--- config.mk ---
export PLATFORM = sky130hd
export DESIGN_NAME = dds_phase_gen_flat
export DESIGN_NICKNAME = d
export VERILOG_FILES = /design/src/rtl/dds_phase_gen_if.sv /design/src/rtl/dds_phase_gen.sv /design/src/flat_wrapper.sv
export SDC_FILE = /design/constraint.sdc
export NUM_CORES = 1
export LEC_CHECK = 0
export BUFFER_PORTS_ARGS = -buffer_cell sky130_fd_sc_hd__buf_4
export CAP_MARGIN = 20
export CORE_ASPECT_RATIO = 0.5
export CORE_UTILIZATION = 64
export DETAILED_ROUTE_END_ITERATION = 7
export PLACE_DENSITY_LB_ADDON = 0.15
export SETUP_SLACK_MARGIN = 0.2
export SYNTH_ARGS = -nofsm -noshare
export SYNTH_HDL_FRONTEND = slang
export SYNTH_SLANG_ARGS = --single-unit
--- constraint.sdc ---
create_clock -name Fg_clk -period 4.9 [get_ports Fg_clk]
set_clock_uncertainty 0.1 [all_clocks]
set_input_delay 0.245 -clock Fg_clk [delete_from_list [all_inputs] [get_ports Fg_clk]]
set_output_delay 0.245 -clock Fg_clk [all_outputs]
set_load 0.02 [all_outputs]
--- src/rtl/dds_phase_gen_if.sv ---
// rtl/dds_phase_gen_if.sv - control and sample bus between sampling controller and DDS phase generator
interface dds_phase_gen_if #(
    parameter int PHASE_W = 24,
    parameter int OUT_W   = 8
);
    logic               Ready;
    logic               Enable;
    logic [2:0]         Mode;
    logic [PHASE_W-1:0] Ftw;
    logic [1:0]         WaveSel;
    logic [OUT_W-1:0]   Sample;
    logic               SampleValid;
    logic               Running;
    logic               ModeChg;

    // Controller side: drives start/advance/tuning, observes samples.
    modport master (
        output Ready, Enable, Mode, Ftw, WaveSel,
        input  Sample, SampleValid, Running, ModeChg
    );

    // Phase generator side.
    modport slave (
        input  Ready, Enable, Mode, Ftw, WaveSel,
        output Sample, SampleValid, Running, ModeChg
    );
endinterface

--- src/rtl/dds_phase_gen.sv ---
// rtl/dds_phase_gen.sv - phase accumulator and registered waveform generator for the DDS output stage
module dds_phase_gen #(
    parameter int PHASE_W = 24,
    parameter int OUT_W   = 8
) (
    input  logic          Fg_clk,
    input  logic          Resetn,
    dds_phase_gen_if.slave bus
);

    typedef enum logic [1:0] {
        S_IDLE  = 2'd0,
        S_PRIME = 2'd1,
        S_RUN   = 2'd2
    } state_t;

    state_t             r_state;
    state_t             w_state_next;

    logic [PHASE_W-1:0] r_acc;
    logic [PHASE_W-1:0] r_ftw_q;
    logic               r_ftw_pend;
    logic [2:0]         r_mode_q;
    logic [OUT_W-1:0]   r_sample;
    logic               r_sample_valid;
    logic               r_mode_chg;

    logic               w_running;
    logic               w_do_prime;
    logic               w_do_modechg;
    logic               w_do_step;

    logic [PHASE_W:0]   w_sum;
    logic [PHASE_W-1:0] w_acc_next;
    logic               w_carry;
    logic [OUT_W:0]     w_u;
    logic [OUT_W-1:0]   w_t;
    logic [OUT_W-1:0]   w_wave;

    // State register; asynchronous reset forces IDLE so a fresh Ready is needed.
    always_ff @(posedge Fg_clk or negedge Resetn) begin
        if (!Resetn) begin
            r_state <= S_IDLE;
        end else begin
            r_state <= w_state_next;
        end
    end

    // Next state and per-cycle action select; in RUN, Ready beats a Mode change, which beats Enable.
    always_comb begin
        w_state_next = r_state;
        w_running    = 1'b0;
        w_do_prime   = 1'b0;
        w_do_modechg = 1'b0;
        w_do_step    = 1'b0;
        case (r_state)
            S_IDLE: begin
                if (bus.Ready) begin
                    w_state_next = S_PRIME;
                end
            end
            S_PRIME: begin
                w_do_prime   = 1'b1;
                w_state_next = S_RUN;
            end
            S_RUN: begin
                w_running = 1'b1;
                if (bus.Ready) begin
                    w_state_next = S_PRIME;
                end else if (bus.Mode != r_mode_q) begin
                    w_do_modechg = 1'b1;
                end else if (bus.Enable) begin
                    w_do_step = 1'b1;
                end
            end
            default: begin
                w_state_next = S_IDLE;
            end
        endcase
    end

    // One-bit-wider add so the wrap (carry) is visible for the deferred tuning-word load.
    always_comb begin
        w_sum      = {1'b0, r_acc} + {1'b0, r_ftw_q};
        w_acc_next = w_sum[PHASE_W-1:0];
        w_carry    = w_sum[PHASE_W];
        w_u        = w_acc_next[PHASE_W-1 -: OUT_W+1];
        w_t        = w_acc_next[PHASE_W-1 -: OUT_W];
    end

    // Waveform shaping from the post-step phase so the sample matches the new accumulator value.
    always_comb begin
        w_wave = '0;
        case (bus.WaveSel)
            2'd0: w_wave = w_t;
            2'd1: w_wave = w_acc_next[PHASE_W-1] ? {OUT_W{1'b1}} : {OUT_W{1'b0}};
            2'd2: w_wave = w_u[OUT_W] ? ~w_u[OUT_W-1:0] : w_u[OUT_W-1:0];
            2'd3: w_wave = ~w_t;
            default: w_wave = '0;
        endcase
    end

    // Datapath: prime, mode-change phase reset, and stepping with tuning word held until phase wrap.
    always_ff @(posedge Fg_clk or negedge Resetn) begin
        if (!Resetn) begin
            r_acc          <= '0;
            r_ftw_q        <= '0;
            r_ftw_pend     <= 1'b0;
            r_mode_q       <= 3'd0;
            r_sample       <= '0;
            r_sample_valid <= 1'b0;
            r_mode_chg     <= 1'b0;
        end else begin
            r_sample_valid <= 1'b0;
            r_mode_chg     <= 1'b0;
            if (w_do_prime) begin
                r_acc      <= '0;
                r_ftw_q    <= bus.Ftw;
                r_ftw_pend <= 1'b0;
                r_mode_q   <= bus.Mode;
                r_sample   <= '0;
            end else if (w_running) begin
                if (bus.Ftw != r_ftw_q) begin
                    r_ftw_pend <= 1'b1;
                end
                if (w_do_modechg) begin
                    r_acc      <= '0;
                    r_mode_q   <= bus.Mode;
                    r_sample   <= '0;
                    r_mode_chg <= 1'b1;
                end else if (w_do_step) begin
                    r_acc          <= w_acc_next;
                    r_sample       <= w_wave;
                    r_sample_valid <= 1'b1;
                    // The wrapping step itself still used the old word; the new one applies next step.
                    if (w_carry && r_ftw_pend) begin
                        r_ftw_q    <= bus.Ftw;
                        r_ftw_pend <= 1'b0;
                    end
                end
            end
        end
    end

    assign bus.Sample      = r_sample;
    assign bus.SampleValid = r_sample_valid;
    assign bus.Running     = w_running;
    assign bus.ModeChg     = r_mode_chg;

endmodule

--- src/flat_wrapper.sv ---
// flat-port wrapper written by rule: the top's interface ports become plain ports
module dds_phase_gen_flat 
#(
    parameter int PHASE_W = 24,
    parameter int OUT_W   = 8
)
  (Fg_clk, Resetn, bus_Ready, bus_Enable, bus_Mode, bus_Ftw, bus_WaveSel, bus_Sample, bus_SampleValid, bus_Running, bus_ModeChg);
  dds_phase_gen_if #(.PHASE_W(PHASE_W), .OUT_W(OUT_W)) bus_i ();
  input  logic Fg_clk;
  input  logic Resetn;
  input wire logic [$bits(bus_i.Ready)-1:0] bus_Ready;
  input wire logic [$bits(bus_i.Enable)-1:0] bus_Enable;
  input wire logic [$bits(bus_i.Mode)-1:0] bus_Mode;
  input wire logic [$bits(bus_i.Ftw)-1:0] bus_Ftw;
  input wire logic [$bits(bus_i.WaveSel)-1:0] bus_WaveSel;
  output wire logic [$bits(bus_i.Sample)-1:0] bus_Sample;
  output wire logic [$bits(bus_i.SampleValid)-1:0] bus_SampleValid;
  output wire logic [$bits(bus_i.Running)-1:0] bus_Running;
  output wire logic [$bits(bus_i.ModeChg)-1:0] bus_ModeChg;
  assign bus_i.Ready = bus_Ready;
  assign bus_i.Enable = bus_Enable;
  assign bus_i.Mode = bus_Mode;
  assign bus_i.Ftw = bus_Ftw;
  assign bus_i.WaveSel = bus_WaveSel;
  assign bus_Sample = bus_i.Sample;
  assign bus_SampleValid = bus_i.SampleValid;
  assign bus_Running = bus_i.Running;
  assign bus_ModeChg = bus_i.ModeChg;
  dds_phase_gen #(.PHASE_W(PHASE_W), .OUT_W(OUT_W)) u_core (.Fg_clk(Fg_clk), .Resetn(Resetn), .bus(bus_i));
endmodule
Word level (Yosys, flattened, before mapping)
Index checks and enable logic that the tools add are counted.
{"block": "word_totals", "elab_cells": 75, "mem_bits_ro": 0, "ff_bits": 64, "ram_bits": 0, "latch_bits": 0, "out_inout_bits": 11, "mem_count": 0}
{"block": "op_classes", "reduce_logical": 12, "n_addsub": 1, "shift": 0, "n_mux": 43, "eq_ne": 9, "bitwise_logic": 2, "multipliers": 0, "n_div": 0, "magnitude_cmp": 0}
{"op": "$mux W24", "count": 9}
{"op": "$mux W8", "count": 6}
{"op": "$pmux W8 S4", "count": 1}
{"op": "$add A24 B24 Y25", "count": 1}
{"op": "$ne A24 B24 Y1", "count": 1}
{"op": "$mux W1", "count": 22}
{"op": "$not A8 Y8", "count": 2}
{"op": "$mux W3", "count": 3}
{"op": "$reduce_bool A2 Y1", "count": 4}
{"op": "$eq A2 B2 Y1 const B", "count": 3}
{"op": "$eq A2 B1 Y1 const B", "count": 2}
{"op": "$logic_not A2 Y1", "count": 2}
{"op": "$ne A2 B1 Y1 const B", "count": 2}
{"op": "$pmux W2 S2", "count": 1}
{"op": "$reduce_and A2 Y1", "count": 2}
{"op": "$reduce_and A4 Y1", "count": 1}
{"op": "$ne A3 B3 Y1", "count": 1}
{"op": "$reduce_bool A3 Y1", "count": 1}
{"op": "$mux W2", "count": 1}
{"op": "$reduce_or A2 Y1", "count": 1}
{"op": "$logic_and A1 B1 Y1", "count": 1}

Depth between registers and ports, before layout
Gate-level depths: netlist (run 1).
{"block": "depth", "ltp_word": 8, "depth_mapped": 12}

Least setup slack after synthesis (run 1)
No wires, ideal clock.
{"block": "synth_timing", "path_kind": "reg-to-reg", "start": "register u_core.r_ftw_q[0]", "end": "register u_core.r_sample[3], in the netlist u_core.bus.Sample[3]", "t_arrival_ns": 2.788, "path_stages_with_launch": 12, "period_less_slack_ns": 3.014, "slack_ns": 1.886, "path_cell_list": "dfrtp_1 -> ha_1 -> fa_1 -> a211oi_1 -> o211ai_1 -> a211oi_1 -> o31ai_1 -> a21oi_1 -> xnor2_1 -> xor2_1 -> o21ai_0 -> a221o_1"}
{"block": "synth_between", "elab_chain_cells": 8, "elab_cells_between_ends": 10}
{"item": "start, declared", "line_no": "dds_phase_gen.sv:21", "rtl": "logic [PHASE_W-1:0] r_ftw_q;"}
{"item": "start signal, assigned", "line_no": "dds_phase_gen.sv:118", "rtl": "r_ftw_q <= bus.Ftw;"}
{"item": "start signal, assigned", "line_no": "dds_phase_gen.sv:137", "rtl": "r_ftw_q <= bus.Ftw;"}
{"item": "$add A24 B24 Y25 *", "line_no": "dds_phase_gen.sv:84", "rtl": "w_sum = {1'b0, r_acc} + {1'b0, r_ftw_q};"}
{"item": "$not A8 Y8", "line_no": "dds_phase_gen.sv:97", "rtl": "2'd2: w_wave = w_u[OUT_W] ? ~w_u[OUT_W-1:0] : w_u[OUT_W-1:0];"}
{"item": "$mux W8", "line_no": "dds_phase_gen.sv:97"}
{"item": "$pmux W8 S4 *", "line_no": "dds_phase_gen.sv:94", "rtl": "case (bus.WaveSel)"}
{"item": "$mux W8 *", "line_no": "dds_phase_gen.sv:131", "rtl": "end else if (w_do_step) begin"}
{"item": "$mux W8 *", "line_no": "dds_phase_gen.sv:126", "rtl": "if (w_do_modechg) begin"}
{"item": "$mux W8 *", "line_no": "dds_phase_gen.sv:122", "rtl": "end else if (w_running) begin"}
{"item": "$mux W8 *", "line_no": "dds_phase_gen.sv:116", "rtl": "if (w_do_prime) begin"}
{"item": "end signal, assigned", "line_no": "dds_phase_gen.sv:133", "rtl": "r_sample <= w_wave;"}
{"item": "end, declared", "line_no": "dds_phase_gen.sv:24", "rtl": "logic [OUT_W-1:0] r_sample;"}
Mark *: on every way between the ends. The rest lies on a longest branch, timed or not. The select of a mux whose other input is x is not followed.
A chain may end at the register's enable or synchronous reset.

Worst setup path after layout (run 1)
{"block": "layout_timing", "start": "register u_core.r_ftw_q[13]", "end": "register u_core.r_ftw_q[14]"}
{"block": "layout_between", "elab_chain_cells": 4}
{"item": "$add A24 B24 Y25", "line_no": "dds_phase_gen.sv:84"}
{"item": "$logic_and A1 B1 Y1", "line_no": "dds_phase_gen.sv:136", "rtl": "if (w_carry && r_ftw_pend) begin"}
{"item": "$reduce_bool A2 Y1 (no line)"}
{"item": "$reduce_and A4 Y1 (no line)"}
No other way between the ends.

==> reports/results.ini, run 1 <==
[finish]
area_delta_synth_final_pct=15.9
antenna_cells=0
nNetsFinal=530
drive_gt1_frac=0.213

[detailed_routing]
firstDrtPassIters=5
drt-total-wl_um=10500
via_per_inst=6.27
drc=0
ant_nets=0
routed-via-count=3523
wl_per_cell_um=18.6
drt_iter0_drc=245

[synthesis]
avgSynthCellArea_um2=9.84
synth.most_common_cell=dfrtp_1
synth.yosys.seq_area_share=0.381
netlist_instances=427
yosysWarnings=0
yosysTopAreaCell=dfrtp_1
ys_ff_latch=64
synth_cell_types=56
syn-num-nets=488
synthTopCellsByCount=64 x dfrtp_1, 48 x nand2_1, 33 x o21ai_0
synth_edf_count=0
ys.flop_type=dfrtp_1
synthesis.area_um2=4200
synthTopCellsByArea=dfrtp_1 38%, ha_1 8.0%, mux2_2 7.5%
async_flop_share=1.00
synth_top_cell_area_share=0.381

[worst_setup_path]
timing.rr.end=u_core.r_ftw_q[14]
worstPathRequired_ns=5.02
worstSetupEndpointType=flip-flop
rr_startpoint=u_core.r_ftw_q[13]
r2r_setup_slack_ns=1.28
reg2regPathDepth=11
startpoint_type=flip-flop
path_class=flip-flop to flip-flop
cp_max_fo=16
cp.arrival_ns=3.74

[clock_network]
cts_buffer_depth=2
cts_root_buf=clkbuf_16
cts_tree=done
cts_inserted_buffers=9
cts.repair.resized=0
clk_pin_slew_worst_paths_ns=0.06
cts_max_level=3
cts_hold_buffers=1
clkLatencyLatePin_ns=0.34
cts.sink_count=64
post_cts_buffers=0

[timing]
fin_hold_ws_ns=0.0524
tns_ns=0
hold_viol_final=0
setup_viol=0
drv_slew=0
fin_crit_sh=0.739
rsz0062_at_grt=false
max_clock_freq_mhz=276
min_period_ns=3.62
slew_headroom=0.451
worstMarginPinSlew_ns=0.824

[run_status]
outcome=finished, final reports clean

[floorplan]
core-area_um2=6210
boundaryPins=44
fp-row-count=20
die_x_um=117
die_h_um=59.3
die_area_um2=6910
initial_core_util=0.677

[power]
p_per_area_nw_per_um2=576
peakVddDrop_uv=361
leakage_uw=0.00225

[min_path]
min_from=bus_Ftw[22]
hold_class=input port to flip-flop
whs_endpoint=u_core.r_ftw_q[22]
worstHoldPathCells=2

[placement]
gp_congestion=0.939
dp_hpwl_um=7510
port_buffers=43

[grt]
grt_overflow=0
grt_max_degree=65
grt_pass1_vias=3424
grt.total_usage=0.329
antenna_found_initial=0
grt_pass1_wl_um=16700

[run]
maxCapViolCount=0

-- per-layer routing --
| metal | GRT usage | share of wire |
|---|---|---|
| met1 | 0.422 | 0.45 |
| met2 | 0.533 | 0.46 |
| met3 | 0.0992 | 0.073 |
| met4 | 0.121 | 0.025 |
| met5 | 0 | 0 |
-- area by class of cell --
type                    count  area [µm²]
inverters                  10        37.5
well taps                  88         110
clock buffers               9         225
clock inverters             7        62.6
fillers                   410        1340
repair buffers             47         355
flip-flops and latches     64        1600
multi-input cells         337        2480
-- worst max path at each step --
| stage | startpoint | to | slack (ns) |
|---|---|---|---|
| after global placement | u_core.r_ftw_q[13] | u_core.r_ftw_q[13] | 1.51 |
| after CTS | u_core.r_ftw_q[0] | u_core.r_ftw_q[14] | 1.33 |
| after floorplan | u_core.r_ftw_q[0] | u_core.bus.Sample[3] | 1.89 |
| final | u_core.r_ftw_q[13] | u_core.r_ftw_q[14] | 1.28 |
| after detailed placement | u_core.r_ftw_q[13] | u_core.r_ftw_q[14] | 1.35 |
| after global routing | u_core.r_ftw_q[13] | u_core.r_ftw_q[13] | 1.08 |
-- layout by cell type (no fill, tap or decap), drive strengths merged, types with 2 or more instances in the layout --
cell type and count:
buf 46, or2 2, mux2 28, clkbuf 9
xor2 27, a221o 3, o211ai 4, o21bai 4
or4 2, a21o 7, nor3 8, mux2i 2
a211oi 4, nor2b 3, o21ai 37, nand2b 6
inv 10, nor4 4, dfrtp 64, o311ai 3
a21oi 25, ha 27, o31ai 2, nor2 12
a31oi 4, a21boi 2, a22o 9, xnor2 29
nand4 8, nand3 10, nand2 48, clkinv 5
-- kinds of logic after synthesis --
kind of cell | synth area share
AO/OA/AOI/OAI | 0.186
XOR/XNOR | 0.117
adder cells (fa/ha/maj) | 0.0852
buffers and inverters | 0.0298
flip-flops | 0.381
multiplexers | 0.0798
AND/OR/NAND/NOR | 0.122
-- worst max-delay path: stages, from the launching register on --
cell	delay, ns
dfrtp_1	0.42
ha_1	0.43
nand2_1	0.14
nor4_1	0.30
a22o_1	0.20
o21ai_1	0.08
a31oi_1	0.26
a21oi_1	0.13
o21a_1	0.24
nor3b_4	0.45
buf_4	0.37
mux2_2	0.38
-- power by group --
group / internal [µW] / switching, µW / leakage, µW / total [µW]
sequential: 682 / 144 / 0.000830 / 827
combinational: 584 / 764 / 0.00128 / 1350
clock: 389 / 244 / 0.000145 / 632
total: 1660 / 1150 / 0.00225 / 2810
-- flip-flops by register name (all words and copies together), names as in the netlist --
| signal | cells |
|---|---|
| u_core.bus.ModeChg | 1 |
| u_core.r_mode_q | 3 |
| u_core.r_acc | 24 |
| u_core.bus.Sample | 8 |
| u_core.bus.SampleValid | 1 |
| u_core.r_ftw_pend | 1 |
| u_core.r_state | 2 |
| u_core.r_ftw_q | 24 |
-- through the flow --
step           std cells  cell area, µm²  total power, µW   util  setup slack [ns]
2_1_floorplan        427            4200             1820      -              1.89
3_3_place_gp         545            4570             2070  0.737              1.51
3_5_place_dp         545            4570             2140  0.737              1.35
4_1_cts              562            4870             2780  0.785              1.33
5_1_grt              562            4870             2960  0.785              1.08
6_report             562            4870             2810  0.785              1.28
No activity file was read; power rests on OpenSTA's default activity.
==> run 2, diff against run 1 <==
- CORE_UTILIZATION: 64 -> 54
- clock period: 4.9 -> 3.2 ns (I/O delays scaled with it)
==> run 2 against run 1 <==
The flow now finishes with violations (negative setup slack); largest power group unchanged; critical path depth rose by 2; first-iteration DRC count up 80%; sequential share of layout area fell by 7.6 points; die area up 18%; critical path type unchanged; worst setup slack got worse by 1.4 ns; register-to-register slack worse by 1.4 ns.
==> reports/results.ini, run 2 (same netlist as run 1, synthesis figures left out) <==
[run_status]
outcome=finished with violations
violations=negative setup slack

[run]
maxCapViolCount=0  ; unchanged

[timing]
setup_viol=7  ; +7
worst_slack_ns=-0.0851  ; -1.36 ns
drv_slew=0  ; unchanged
min_period_ns=3.29  ; -0.336 ns
hold_viol_final=0  ; unchanged
max_clock_freq_mhz=304  ; +10%
worstMarginPinSlew_ns=0.841  ; +0.0172 ns
slew_headroom=0.439  ; -0.0114
fin_crit_sh=1.03  ; +0.288
tns_ns=-0.523  ; -0.523 ns
rsz0062_at_grt=true

[finish]
final_cell_mix=121 x buf_4, 64 x dfrtp_1, 47 x nand2_1
final_common_cell=buf_4
drive_gt1_frac=0.392  ; +0.179
antenna_cells=0  ; unchanged
nNetsFinal=652  ; +23%
final_cells=691  ; +23%
area_delta_synth_final_pct=50.9

[clock_network]
cts_inserted_buffers=9  ; unchanged
clkLatencyLatePin_ns=0.34  ; about the same
cts_buffer_depth=2  ; unchanged
clk_pin_slew_worst_paths_ns=0.05  ; about the same
cts_tree=done
cts_root_buf=clkbuf_16
cts_max_level=3  ; unchanged
cts.sink_count=64  ; unchanged

[detailed_routing]
ant_nets=0  ; unchanged
drc=0  ; unchanged
routed-via-count=4250  ; +21%
drt-total-wl_um=14600  ; +40%
drt_iter0_drc=442  ; +80%
via_per_inst=6.15  ; -1.9%
wl_per_cell_um=21.2  ; +14%
firstDrtPassIters=6  ; +1

[power]
switchingPower_uw=2240  ; +95%
finalPower_uw=5610  ; +100%
pwr-share-seq=0.225  ; -0.069
switching_share=0.399  ; -0.0110
p_comb_frac=0.611  ; +0.131
peakVddDrop_uv=494  ; +37%
p_int_uw=3370  ; +100%
leakage_uw=0.00294  ; +31%
p_per_area_nw_per_um2=885  ; +54%
power.share.clock=0.164  ; -0.061

[floorplan]
die_area_um2=8160  ; +18%
core-area_um2=7430  ; +20%
die_x_um=127  ; +8.7%
boundaryPins=44  ; unchanged
initial_core_util=0.565  ; -0.112
fp-row-count=22  ; +10%
die_h_um=64.4  ; +8.6%

[grt]
grt.total_usage=0.322  ; -0.00660
grt_pass1_vias=4097  ; +20%
antenna_found_initial=0  ; unchanged
grt_pass1_wl_um=19800  ; +19%
grt_max_degree=65  ; unchanged
grt_overflow=0  ; unchanged

[min_path]
hold_class=input port to flip-flop

[worst_setup_path]
startpoint_type=flip-flop
cp_max_fo=7  ; -9
worstPathRequired_ns=3.32  ; -1.70 ns
cp.arrival_ns=3.40  ; -0.34 ns
path_class=flip-flop to flip-flop
worstSetupEndpointType=flip-flop

[placement]
port_buffers=43  ; unchanged
gp_congestion=0.993  ; +5.8%
placed_cells=618  ; +13%
dp_hpwl_um=8580  ; +14%

-- run 2: layout make-up --
class | instances | area, µm²
tap | 96 | 120
fill | 379 | 1090
inverter | 10 | 37.5
multi-input combinational | 337 | 2850
timing repair buffer | 169 | 1460
clock buffer | 15 | 268
sequential | 64 | 1600
-- run 2: critical path: stages (launching register included) --
cell and delay [ns]:
dfrtp_1 0.45, buf_6 0.15, fa_2 0.41, a211oi_4 0.32
o21ai_2 0.12, a22o_1 0.23, o21ai_2 0.18, a31oi_4 0.13
a21oi_2 0.19, o21a_1 0.22, nor3b_4 0.09, buf_6 0.16
buf_16 0.14, mux2_2 0.27
-- run 2: timing repair --
item	CTS	global route
hold buffers	29	0
endpoints found under the setup margin	32	33
gates resized for setup	25	50
hold endpoints to repair	92	0
cloned	2	1
pin swaps	19	23
buffers inserted	14	12
-- run 2: layer usage --
metal,track usage,up-vias,wire length (µm)
li1,-,1869,-
met1,0.418,2073,6100
met2,0.550,239,6900
met3,0.0653,69,1120
met4,0.0967,0,521
met5,0,-,0
-- run 2: power groups by stage --
stage	sequential [µW]	combinational [µW]	clock (µW)
after detailed placement	1220	2570	0
after floorplan	1220	1560	0
final	1260	3430	921
after global placement	1210	2450	0
after global routing	1270	3620	945
after CTS	1210	2920	912
-- run 2: per-stage QoR --
stage / setup slack, ns / instance area, µm² / hold WS, ns / util
detailed placement: -0.160 / 5100 / 0.211 / 0.686
global placement: -0.268 / 5080 / 0.190 / 0.684
CTS: 0.0895 / 5940 / 0.0990 / 0.800
finish: -0.0851 / 6340 / 0.0764 / 0.853
global route: -0.103 / 6340 / 0.0841 / 0.853
floorplan: 0.252 / 4210 / -0.236 / -
-- run 2: path summary, 6_finish.rpt --
path	from	end	slack [ns]	cells after the start
worst max-delay path	u_core.r_ftw_q[1]	u_core.r_ftw_q[4]	-0.09	13
worst min-delay path	bus_WaveSel[1]	u_core.bus.Sample[6]	0.08	3
worst max register to register	u_core.r_ftw_q[1]	u_core.r_ftw_q[4]	-0.09	13
worst min register to register	u_core.bus.Sample[0]	u_core.bus.Sample[0]	0.38	2
max in group asynchronous	Resetn	u_core.r_state[1]	2.08	2
min in group asynchronous	Resetn	u_core.r_acc[20]	0.37	2
==> run 3, diff against run 2 <==
- BUFFER_PORTS_ARGS: -buffer_cell sky130_fd_sc_hd__buf_4 -> default
- CORE_UTILIZATION: 54 -> 64
- DONT_BUFFER_PORTS: default -> 1
- clock period: 3.2 -> 3.7 ns (I/O delays scaled with it)
==> run 3 against run 2 <==
The flow now finishes without violations; largest power group unchanged; total power is 33% lower; sequential power down 13%; sequential share of layout area increased by 6.9 points; clock power is 17% lower; critical endpoint is now u_core.bus.Sample[6]; sequential cell count is the same; via count fell by 18%; worst hold slack got worse by 0.056 ns.
==> reports/results.ini, run 3 (same netlist as run 1, synthesis figures left out) <==
[detailed_routing]
drc=0  ; unchanged
wl_met2_um=5020  ; -27%
ant_nets=0  ; unchanged
routed-via-count=3497  ; -18%
met1Wirelength_um=4800  ; -21%
via_per_inst=6.23  ; +1.3%
met3_length_um=617  ; -45%
wl_per_cell_um=19.0  ; -10%
firstDrtPassIters=5  ; -1
top_layer=met4
drt-total-wl_um=10700  ; -27%
drt_iter0_drc=263  ; -40%

[worst_setup_path]
crit_family=compound AO/OA/AOI/OAI gates
r2r_setup_slack_ns=0.35  ; +0.43 ns
critPathBufInv=0  ; -3
startpoint_type=flip-flop
worstPathRequired_ns=3.81  ; +0.49 ns
cp_max_fo=4  ; -3
path_cells=ha_1 -> a211o_1 -> a211oi_2 -> o21ba_2 -> o21ai_0 -> a221oi_1 -> o311ai_2 -> xnor2_1 -> o221ai_1 -> nand3_1
cp_slowest_cell=dfrtp_1
worstSetupEndpointType=flip-flop
cp.arrival_ns=3.46  ; +0.06 ns
path_class=flip-flop to flip-flop
max_stage_delay_ns=0.45  ; about the same

[timing]
min_period_ns=3.35  ; +0.0659 ns
drv_slew=0  ; unchanged
setup_viol=0  ; -7
rsz0062_at_grt=false
hold_viol_final=0  ; unchanged
worstMarginPinSlew_ns=0.931  ; +0.0895 ns
fin_hold_ws_ns=0.0202  ; -0.0562 ns
max_clock_freq_mhz=298  ; -2.0%
fin_crit_sh=0.906  ; -0.121
tns_ns=0  ; +0.523 ns
worst_slack_ns=0.349  ; +0.434 ns
slew_headroom=0.379  ; -0.0598

[finish]
regArea_um2=1600  ; unchanged
area_delta_synth_final_pct=18.6
drive_gt1_frac=0.150  ; -0.241
n_fill_cell=397  ; +4.7%
final_common_cell=dfrtp_1
multi_input_area_um2=2510  ; -12%
final_cell_mix=64 x dfrtp_1, 48 x nand2_1, 33 x o21ai_0
antenna_cells=0  ; unchanged
nNetsFinal=529  ; -19%

[clock_network]
cts_buffer_depth=2  ; unchanged
cts.sink_count=64  ; unchanged
cts_inserted_buffers=9  ; unchanged
clkLatencyLatePin_ns=0.33  ; about the same
cts_max_level=3  ; unchanged
cts_tree=done
clk_pin_slew_worst_paths_ns=0.05  ; about the same
cts_root_buf=clkbuf_16

[placement]
dp_hpwl_um=7600  ; -11%
port_buffers=0  ; -100%
gp_congestion=0.917  ; -7.6%
pre_cts_ws_ns=0.0860  ; +0.246 ns

[power]
pwr-share-seq=0.294  ; +0.069
leakage_uw=0.00223  ; -24%
p_comb_frac=0.502  ; -0.109
power.share.clock=0.203  ; +0.039
peakVddDrop_uv=426  ; -14%
p_int_uw=2220  ; -34%
switchingPower_uw=1510  ; -32%
p_per_area_nw_per_um2=749  ; -15%
switching_share=0.405  ; +0.00571

[min_path]
hold_class=input port to flip-flop

[run_status]
outcome=finished, final reports clean

[grt]
grt_pass1_vias=3616  ; -12%
grt_overflow=0  ; unchanged
grt_pass1_wl_um=17100  ; -14%
antenna_found_initial=0  ; unchanged
grt_max_degree=65  ; unchanged
grt.total_usage=0.335  ; +0.0128

[floorplan]
initial_core_util=0.677  ; +0.112
boundaryPins=44  ; unchanged
core-area_um2=6210  ; -16%
die_area_um2=6910  ; -15%
die_h_um=59.3  ; -7.9%
fp-row-count=20  ; -9.1%
die_x_um=117  ; -8.0%

[run]
maxCapViolCount=0  ; unchanged

[run 3: final cells by class]
cell class,count,area share
well taps,88,0.0221
multi-input cells,337,0.503
clock buffers,12,0.0494
flip-flops and latches,64,0.321
clock inverters,4,0.00402
inverters,10,0.00753
repair buffers,46,0.0929
[run 3: metal layers]
| metal | vias up | global-route usage |
|---|---|---|
| met5 | - | 0 |
| met4 | 0 | 0.137 |
| met3 | 27 | 0.0798 |
| met2 | 121 | 0.557 |
| met1 | 1716 | 0.428 |
| li1 | 1633 | - |
[run 3: repair_timing]
action / CTS / global route
resized for setup: 2 / 2
pin swaps: 1 / 1
setup buffers: 1 / 1
hold buffers: 32 / 0
endpoints found under the setup margin: 10 / 2
hold endpoints to repair: 97 / 0
[run 3: path summary, 6_finish.rpt]
| path | from | to | cells after the start |
|---|---|---|---|
| max | u_core.r_ftw_q[1] | u_core.bus.Sample[6] | 10 |
| min | bus_WaveSel[0] | u_core.bus.Sample[0] | 2 |
| max reg2reg | u_core.r_ftw_q[1] | u_core.bus.Sample[6] | 10 |
| min reg2reg | u_core.r_acc[10] | u_core.r_acc[10] | 2 |
| max in group asynchronous | Resetn | u_core.r_ftw_q[9] | 2 |
| min in group asynchronous | Resetn | u_core.r_acc[16] | 2 |
[run 3: power groups by stage]
| stage | combinational, µW | clock, µW | sequential (µW) |
|---|---|---|---|
| after global placement | 1630 | 0 | 1090 |
| after detailed placement | 1730 | 0 | 1100 |
| after floorplan | 1350 | 0 | 1060 |
| after CTS | 1820 | 772 | 1090 |
| final | 1880 | 760 | 1100 |
| after global routing | 2030 | 798 | 1120 |
[run 3: through the flow]
| step | util | power (µW) | instances | instance area (µm²) |
|---|---|---|---|---|
| 2_1_floorplan | - | 2410 | 427 | 4200 |
| 3_3_place_gp | 0.695 | 2720 | 510 | 4310 |
| 3_5_place_dp | 0.697 | 2830 | 511 | 4330 |
| 4_1_cts | 0.800 | 3690 | 560 | 4960 |
| 5_1_grt | 0.803 | 3950 | 561 | 4980 |
| 6_report | 0.803 | 3740 | 561 | 4980 |
